$ cat src/rtl/multicycle_pkg.sv
// Shared encodings for the multi-cycle MIPS control unit:
// FSM states, opcode/funct values, ALUOp and datapath select codes.
package multicycle_pkg;

  typedef enum logic [3:0] {
    S_FETCH    = 4'd0,
    S_DECODE   = 4'd1,
    S_MEM_ADDR = 4'd2,
    S_MEM_RD   = 4'd3,
    S_MEM_WB   = 4'd4,
    S_MEM_WR   = 4'd5,
    S_EXEC_R   = 4'd6,
    S_EXEC_I   = 4'd7,
    S_ALU_WB   = 4'd8,
    S_BRANCH   = 4'd9,
    S_JUMP     = 4'd10,
    S_JR       = 4'd11,
    S_TRAP     = 4'd12
  } state_t;

  localparam logic [5:0] OP_RTYPE = 6'h00;
  localparam logic [5:0] OP_J     = 6'h02;
  localparam logic [5:0] OP_JAL   = 6'h03;
  localparam logic [5:0] OP_BEQ   = 6'h04;
  localparam logic [5:0] OP_ADDI  = 6'h08;
  localparam logic [5:0] OP_ADDIU = 6'h09;
  localparam logic [5:0] OP_SLTI  = 6'h0a;
  localparam logic [5:0] OP_SLTIU = 6'h0b;
  localparam logic [5:0] OP_ANDI  = 6'h0c;
  localparam logic [5:0] OP_LUI   = 6'h0f;
  localparam logic [5:0] OP_LW    = 6'h23;
  localparam logic [5:0] OP_SW    = 6'h2b;

  localparam logic [5:0] FN_SLL  = 6'h00;
  localparam logic [5:0] FN_SRL  = 6'h02;
  localparam logic [5:0] FN_SRA  = 6'h03;
  localparam logic [5:0] FN_JR   = 6'h08;
  localparam logic [5:0] FN_JALR = 6'h09;

  // low three ALUOp bits; bit3 carries OpCode[0]
  localparam logic [2:0] ALU_ADD = 3'b000;
  localparam logic [2:0] ALU_SUB = 3'b001;
  localparam logic [2:0] ALU_R   = 3'b010;
  localparam logic [2:0] ALU_AND = 3'b100;
  localparam logic [2:0] ALU_SLT = 3'b101;

  localparam logic [1:0] RD_RT = 2'b00;
  localparam logic [1:0] RD_RD = 2'b01;
  localparam logic [1:0] RD_RA = 2'b10;

  localparam logic [1:0] M2R_ALU = 2'b00;
  localparam logic [1:0] M2R_MDR = 2'b01;
  localparam logic [1:0] M2R_PC  = 2'b10;

  localparam logic [1:0] SA_PC    = 2'b00;
  localparam logic [1:0] SA_A     = 2'b01;
  localparam logic [1:0] SA_SHAMT = 2'b10;

  localparam logic [1:0] SB_B    = 2'b00;
  localparam logic [1:0] SB_4    = 2'b01;
  localparam logic [1:0] SB_IMM  = 2'b10;
  localparam logic [1:0] SB_IMM2 = 2'b11;

  localparam logic [1:0] PS_ALU    = 2'b00;
  localparam logic [1:0] PS_ALUOUT = 2'b01;
  localparam logic [1:0] PS_JUMP   = 2'b10;
  localparam logic [1:0] PS_REG    = 2'b11;

endpackage

$ cat src/rtl/mc_aluop_decode.sv
// OpCode -> ALUOp decoder, same encoding as the single-cycle flow
// so the downstream ALU control block is reused unchanged.
module mc_aluop_decode
  import multicycle_pkg::*;
(
  input  logic [5:0] OpCode,
  output logic [3:0] ALUOp
);

  logic [2:0] base;

  // classify the opcode into an ALU operation group
  always_comb begin
    base = ALU_ADD;
    case (OpCode)
      OP_RTYPE: base = ALU_R;
      OP_BEQ:   base = ALU_SUB;
      OP_ANDI:  base = ALU_AND;
      OP_SLTI,
      OP_SLTIU: base = ALU_SLT;
      default:  base = ALU_ADD;
    endcase
  end

  assign ALUOp = {OpCode[0], base};

endmodule

$ cat src/rtl/multicycle_control.sv
// Multi-cycle MIPS control FSM with memory ready stalls.
// Define MULTICYCLE_ILLEGAL_TRAP_EN to trap illegal opcodes.
module multicycle_control
  import multicycle_pkg::*;
#(
  parameter int STATE_W   = 4,
  parameter int RST_STATE = 0
) (
  input  logic       clk,
  input  logic       reset,
  input  logic [5:0] OpCode,
  input  logic [5:0] Funct,
  input  logic       Zero,
  input  logic       mem_ready,
  output logic       PCWrite,
  output logic       PCWriteCond,
  output logic       IorD,
  output logic       MemRead,
  output logic       MemWrite,
  output logic       IRWrite,
  output logic       RegWrite,
  output logic [1:0] RegDst,
  output logic [1:0] MemtoReg,
  output logic [1:0] ALUSrcA,
  output logic [1:0] ALUSrcB,
  output logic [1:0] PCSource,
  output logic       ExtOp,
  output logic       LuOp,
  output logic [3:0] ALUOp,
  output logic       retire,
  output logic       Exception
);

  logic [STATE_W-1:0] state_r;
  state_t state;
  state_t next;
  logic [3:0] dec_aluop;
  logic is_mem, is_jr, is_r;
  logic is_beq, is_j, is_i;
  logic is_shift;
  logic unused_zero;

  // branch condition is resolved in the datapath
  assign unused_zero = Zero;

  assign state = state_t'(state_r[3:0]);

  mc_aluop_decode u_dec (
    .OpCode (OpCode),
    .ALUOp  (dec_aluop)
  );

  assign is_mem = (OpCode == OP_LW) || (OpCode == OP_SW);
  assign is_jr = (OpCode == OP_RTYPE) &&
                 ((Funct == FN_JR) || (Funct == FN_JALR));
  assign is_r = (OpCode == OP_RTYPE) && !is_jr;
  assign is_beq = (OpCode == OP_BEQ);
  assign is_j = (OpCode == OP_J) || (OpCode == OP_JAL);
  assign is_i = (OpCode == OP_ADDI) || (OpCode == OP_ADDIU) ||
                (OpCode == OP_SLTI) || (OpCode == OP_SLTIU) ||
                (OpCode == OP_ANDI) || (OpCode == OP_LUI);
  assign is_shift = (Funct == FN_SLL) || (Funct == FN_SRL) ||
                    (Funct == FN_SRA);

  // state register; reset aborts any instruction in flight
  always_ff @(posedge clk) begin
    if (reset) state_r <= STATE_W'(RST_STATE);
    else       state_r <= STATE_W'(next);
  end

  // next state and per-state datapath controls
  always_comb begin
    next        = state;
    PCWrite     = 1'b0;
    PCWriteCond = 1'b0;
    IorD        = 1'b0;
    MemRead     = 1'b0;
    MemWrite    = 1'b0;
    IRWrite     = 1'b0;
    RegWrite    = 1'b0;
    RegDst      = RD_RT;
    MemtoReg    = M2R_ALU;
    ALUSrcA     = SA_PC;
    ALUSrcB     = SB_B;
    PCSource    = PS_ALU;
    ExtOp       = 1'b0;
    LuOp        = 1'b0;
    ALUOp       = dec_aluop;
    retire      = 1'b0;
    Exception   = 1'b0;
    unique case (state)
      S_FETCH: begin
        ALUOp   = 4'b0000;
        MemRead = 1'b1;
        ALUSrcB = SB_4;
        if (mem_ready) begin
          IRWrite = 1'b1;
          PCWrite = 1'b1;
          next    = S_DECODE;
        end
      end
      S_DECODE: begin
        ALUOp   = 4'b0000;
        ALUSrcB = SB_IMM2;
        unique case (1'b1)
          is_mem: next = S_MEM_ADDR;
          is_jr:  next = S_JR;
          is_r:   next = S_EXEC_R;
          is_beq: next = S_BRANCH;
          is_j:   next = S_JUMP;
          is_i:   next = S_EXEC_I;
          default: begin
`ifdef MULTICYCLE_ILLEGAL_TRAP_EN
            next = S_TRAP;
`else
            next   = S_FETCH;
            retire = 1'b1;
`endif
          end
        endcase
      end
      S_MEM_ADDR: begin
        ALUSrcA = SA_A;
        ALUSrcB = SB_IMM;
        ExtOp   = 1'b1;
        next    = (OpCode == OP_LW) ? S_MEM_RD : S_MEM_WR;
      end
      S_MEM_RD: begin
        MemRead = 1'b1;
        IorD    = 1'b1;
        if (mem_ready) next = S_MEM_WB;
      end
      S_MEM_WB: begin
        RegWrite = 1'b1;
        MemtoReg = M2R_MDR;
        retire   = 1'b1;
        next     = S_FETCH;
      end
      S_MEM_WR: begin
        MemWrite = 1'b1;
        IorD     = 1'b1;
        if (mem_ready) begin
          retire = 1'b1;
          next   = S_FETCH;
        end
      end
      S_EXEC_R: begin
        ALUSrcA = is_shift ? SA_SHAMT : SA_A;
        next    = S_ALU_WB;
      end
      S_EXEC_I: begin
        ALUSrcA = SA_A;
        ALUSrcB = SB_IMM;
        ExtOp   = (OpCode != OP_ANDI);
        LuOp    = (OpCode == OP_LUI);
        next    = S_ALU_WB;
      end
      S_ALU_WB: begin
        RegWrite = 1'b1;
        RegDst   = (OpCode == OP_RTYPE) ? RD_RD : RD_RT;
        retire   = 1'b1;
        next     = S_FETCH;
      end
      S_BRANCH: begin
        ALUSrcA     = SA_A;
        PCWriteCond = 1'b1;
        PCSource    = PS_ALUOUT;
        retire      = 1'b1;
        next        = S_FETCH;
      end
      S_JUMP: begin
        PCWrite  = 1'b1;
        PCSource = PS_JUMP;
        retire   = 1'b1;
        if (OpCode == OP_JAL) begin
          RegWrite = 1'b1;
          RegDst   = RD_RA;
          MemtoReg = M2R_PC;
        end
        next = S_FETCH;
      end
      S_JR: begin
        PCWrite  = 1'b1;
        PCSource = PS_REG;
        retire   = 1'b1;
        if (Funct == FN_JALR) begin
          RegWrite = 1'b1;
          RegDst   = RD_RD;
          MemtoReg = M2R_PC;
        end
        next = S_FETCH;
      end
`ifdef MULTICYCLE_ILLEGAL_TRAP_EN
      S_TRAP: begin
        Exception = 1'b1;
        PCWrite   = 1'b1;
        next      = S_FETCH;
      end
`endif
      default: next = S_FETCH;
    endcase
    if (reset) begin
      PCWrite     = 1'b0;
      PCWriteCond = 1'b0;
      MemRead     = 1'b0;
      MemWrite    = 1'b0;
      IRWrite     = 1'b0;
      RegWrite    = 1'b0;
      retire      = 1'b0;
      Exception   = 1'b0;
    end
  end

endmodule

$ cat config.mk
export PLATFORM = sky130hd
export DESIGN_NAME = multicycle_control
export DESIGN_NICKNAME = d
export VERILOG_FILES = /design/src/rtl/multicycle_pkg.sv /design/src/rtl/mc_aluop_decode.sv /design/src/rtl/multicycle_control.sv
export SDC_FILE = /design/constraint.sdc
export NUM_CORES = 1
export LEC_CHECK = 0
export CORE_MARGIN = 10
export CORE_UTILIZATION = 43
export DETAILED_ROUTE_END_ITERATION = 16
export PLACE_DENSITY_LB_ADDON = 0.2
export SLEW_MARGIN = 0
export SYNTH_ARGS = -nofsm -noshare
export SYNTH_HDL_FRONTEND = slang
export SYNTH_SLANG_ARGS = --single-unit
$ cat constraint.sdc
create_clock -name clk -period 4 [get_ports clk]
set_clock_uncertainty 0.2 [all_clocks]
set_input_delay 0.8 -clock clk [delete_from_list [all_inputs] [get_ports clk]]
set_output_delay 0.8 -clock clk [all_outputs]
set_load 0.02 [all_outputs]
==> flow_metrics.env <==
export IMPL_rows=15
export IMPL_avgViaCountPerCell=5.514
export IMPL_crit_arrival_ns=2.94
export IMPL_numPortBuffers=38
export IMPL_synth_compound_area_share_pct=26.09
export IMPL_route_antenna_remaining_nets=0
export IMPL_synth_top_area_cell="dfxtp_1"
export IMPL_synthArstFlopShare_pct=0
export IMPL_wirelength_mm=2.657
export IMPL_min_period_ns=3.941
export IMPL_crit_top_cell="clkdlybuf4s50_1"
export IMPL_hold_viol=0
export IMPL_clkLatencyLatePin_ns=0.22
export IMPL_antenna_found_initial=0
export IMPL_syn_nets=139
export IMPL_slew_viol_final=0
export IMPL_io_pins=41
export IMPL_vdd_drop_max_v=0.0001491
export IMPL_drc=0
export IMPL_synth_seq_cells=4
export IMPL_p_leak_nw=0.4923
export IMPL_powerDensity_mw_per_mm2=150.9
export IMPL_grt_pass1_vias=946
export IMPL_clock_sinks=4
export IMPL_drive_above_1_share_pct=12.03
export IMPL_synthAdderAreaFrac_pct=0
export IMPL_first_pass_iters=4
export IMPL_power_mw=0.1835
export IMPL_synth_area_leaders="dfxtp_1 (10%), nor3_1 (8.1%), nor2_1 (6.1%), a21oi_1 (5.0%), nand2b_1 (4.7%)"
export IMPL_layout_common_cells="clkdlybuf4s50_1 (35), nor2_1 (13), nor3_1 (13), nand2_1 (8), a21oi_1 (8)"
export IMPL_grt_max_degree=21
export IMPL_max_stage_delay_ns=0.55
export IMPL_cp_start_kind="input pin"
export IMPL_status="finished clean"
export IMPL_synth_warnings=0
export IMPL_worstPathRequired_ns=3.00
export IMPL_fillCellCount=153
export IMPL_instances_no_fill=183
export IMPL_ys_types=46
export IMPL_setup_viol=0
export IMPL_dr_total_vias=1009
export IMPL_cts_max_path_buffers=2
export IMPL_avgSynthCellArea_um2=6.510
export IMPL_final_nets=176
export IMPL_synth_edf_count=0
export IMPL_relSlewSlack_pct=56.87
export IMPL_hp_class="reg2reg"
export IMPL_numCtsBuffers=3
export IMPL_initial_utilization_pct=45.88
export IMPL_critPathCaptureType="output pin"
export IMPL_cts_hold_repair_buffers=0
export IMPL_synthFlopType="dfxtp_1"
export IMPL_hold_slack_ns=0.5891
export IMPL_area_growth_pct=51.88
export IMPL_drt_iter0_markers=36
export IMPL_synth_xor_area_share_pct=4.375
export IMPL_clk_pin_slew_ns=0.03
export IMPL_slowest_stage="clkdlybuf4s50_1"
export IMPL_rsz0062_at_grt="no"
export IMPL_routedWlPerCell_um=14.52
export IMPL_fin_util_pct=69.68
export IMPL_max_cap_violations=0
export IMPL_ys_seq_area_share_pct=10.00
export IMPL_grt_usage_pct=12.71
export IMPL_yosys_area_share_simple_pct=47.66
export IMPL_tightest_slew_ns=0.6461
export IMPL_num_antenna_cells=0
export IMPL_dp_hpwl_mm=2.179
export IMPL_max_freq_ghz=0.2538
export IMPL_gp_congestion=0.9591
export IMPL_dieHeight_um=63.16
export IMPL_cts_root_buf="clkbuf_4"
export IMPL_mostFrequentLayoutCell="clkdlybuf4s50_1"
export IMPL_synth_area_um2=800.8
export IMPL_dp_cells=180
export IMPL_period_share_pct=98.51
export IMPL_die_w_um=63.16
export IMPL_met3_usage_pct=3.180
export IMPL_largest_register_ffs=4
export IMPL_top_usage_layer="met2"
export IMPL_synthMuxAreaShare_pct=0
export IMPL_synth_top_family_by_area="simple AND/OR/NAND/NOR gates"
export IMPL_cts_max_level=1
export IMPL_coreArea_mm2=0.001745
export IMPL_grt_pass1_wl_mm=4.464
export IMPL_cts_tree="yes"
export IMPL_yosysTopAreaCellShare_pct=10.00
export IMPL_grtUsageMet2_pct=21.32
export IMPL_dieArea_mm2=0.003989
export IMPL_gr_total_overflow=0
export IMPL_met1_usage_pct=15.52
export IMPL_postSynthCellCount=123
export IMPL_path_class="in2out"
export IMPL_path_cells="clkdlybuf4s50_1, or3_1, or4_4, a21boi_1, o22ai_1, clkdlybuf4s50_1"
export IMPL_setup_tns_ns=0
export IMPL_crit_fanout=3
==> cell usage after synthesis, types with 2 or more instances <==
library cell  count
inv_1             4
o22ai_1           2
a21oi_1           8
or3_1             2
nand2_1           8
a211oi_1          2
nor3_1           13
xnor2_1           2
buf_6             2
o21ai_0           5
clkbuf_1          2
buf_4             3
or3b_1            2
nor3b_1           3
dfxtp_1           4
nor2b_1           5
or2_2             5
nand2b_1          6
xor2_1            2
nor2_1           13
buf_2             4
and2_1            2
==> per-layer routing <==
metal / vias up / part of all wire, %
met4: 0 / 1.5
li1: 510 / -
met5: - / 0
met2: 36 / 47
met3: 4 / 8.4
met1: 459 / 43
==> cells by family (layout without fill, tap and decap cells) <==
group / Yosys count / in the layout
xor gates and xnor gates: 4 / 4
buffers and inverters: 16 / 51
DFF: 4 / 4
and+or+nand+nor: 68 / 68
AOI/OAI and AO/OA: 30 / 30
other: 1 / 1
==> critical path, delay by kind of cell <==
family	cells	cell delay (ns)
and+or+nand+nor	2	0.93
buffers and inverters	2	0.94
AOI/OAI and AO/OA	2	0.28
==> power by group <==
group / leakage, nW / switching [mW] / internal, mW
sequential: 0.0325 / 0.00769 / 0.0418
combinational: 0.446 / 0.0422 / 0.0451
clock: 0.0138 / 0.0134 / 0.0333
==> area by class of cell <==
class | instances | area, um^2 | share of cell area, %
timing repair buffer | 44 | 432.9 | 35.60
multi-input combinational | 103 | 634.4 | 52.16
clock buffer | 3 | 22.52 | 1.852
sequential | 4 | 80.08 | 6.584
inverter | 4 | 15.01 | 1.235
tap | 25 | 31.28 | 2.572
==> worst paths after layout <==
kind,slack [ns],from,cells past startpoint,to
setup reg to reg,2.00,state[0],4,state[0]
hold reg to reg,0.59,state[1],1,state[0]
setup / recovery,0.06,Funct[2],6,ALUSrcA[0]
hold / removal,0.59,state[1],1,state[0]
==> per-stage QoR <==
| stage | worst slack (ns) | instance area [um^2] |
|---|---|---|
| 6_report | 0.05947 | 1216 |
| 5_1_grt | 0.001152 | 1216 |
| 4_1_cts | 0.04073 | 1204 |
| 3_5_place_dp | 0.04803 | 1181 |
| 3_3_place_gp | 0.06309 | 1181 |
| 2_1_floorplan | 0.9166 | 800.8 |
==> repair_timing <==
item | 4_1_cts | 5_1_grt
resized for setup | 0 | 4
buffers inserted | 0 | 0
endpoints found under the setup margin | 0 | 3
Power figures use the tool's default switching activity.
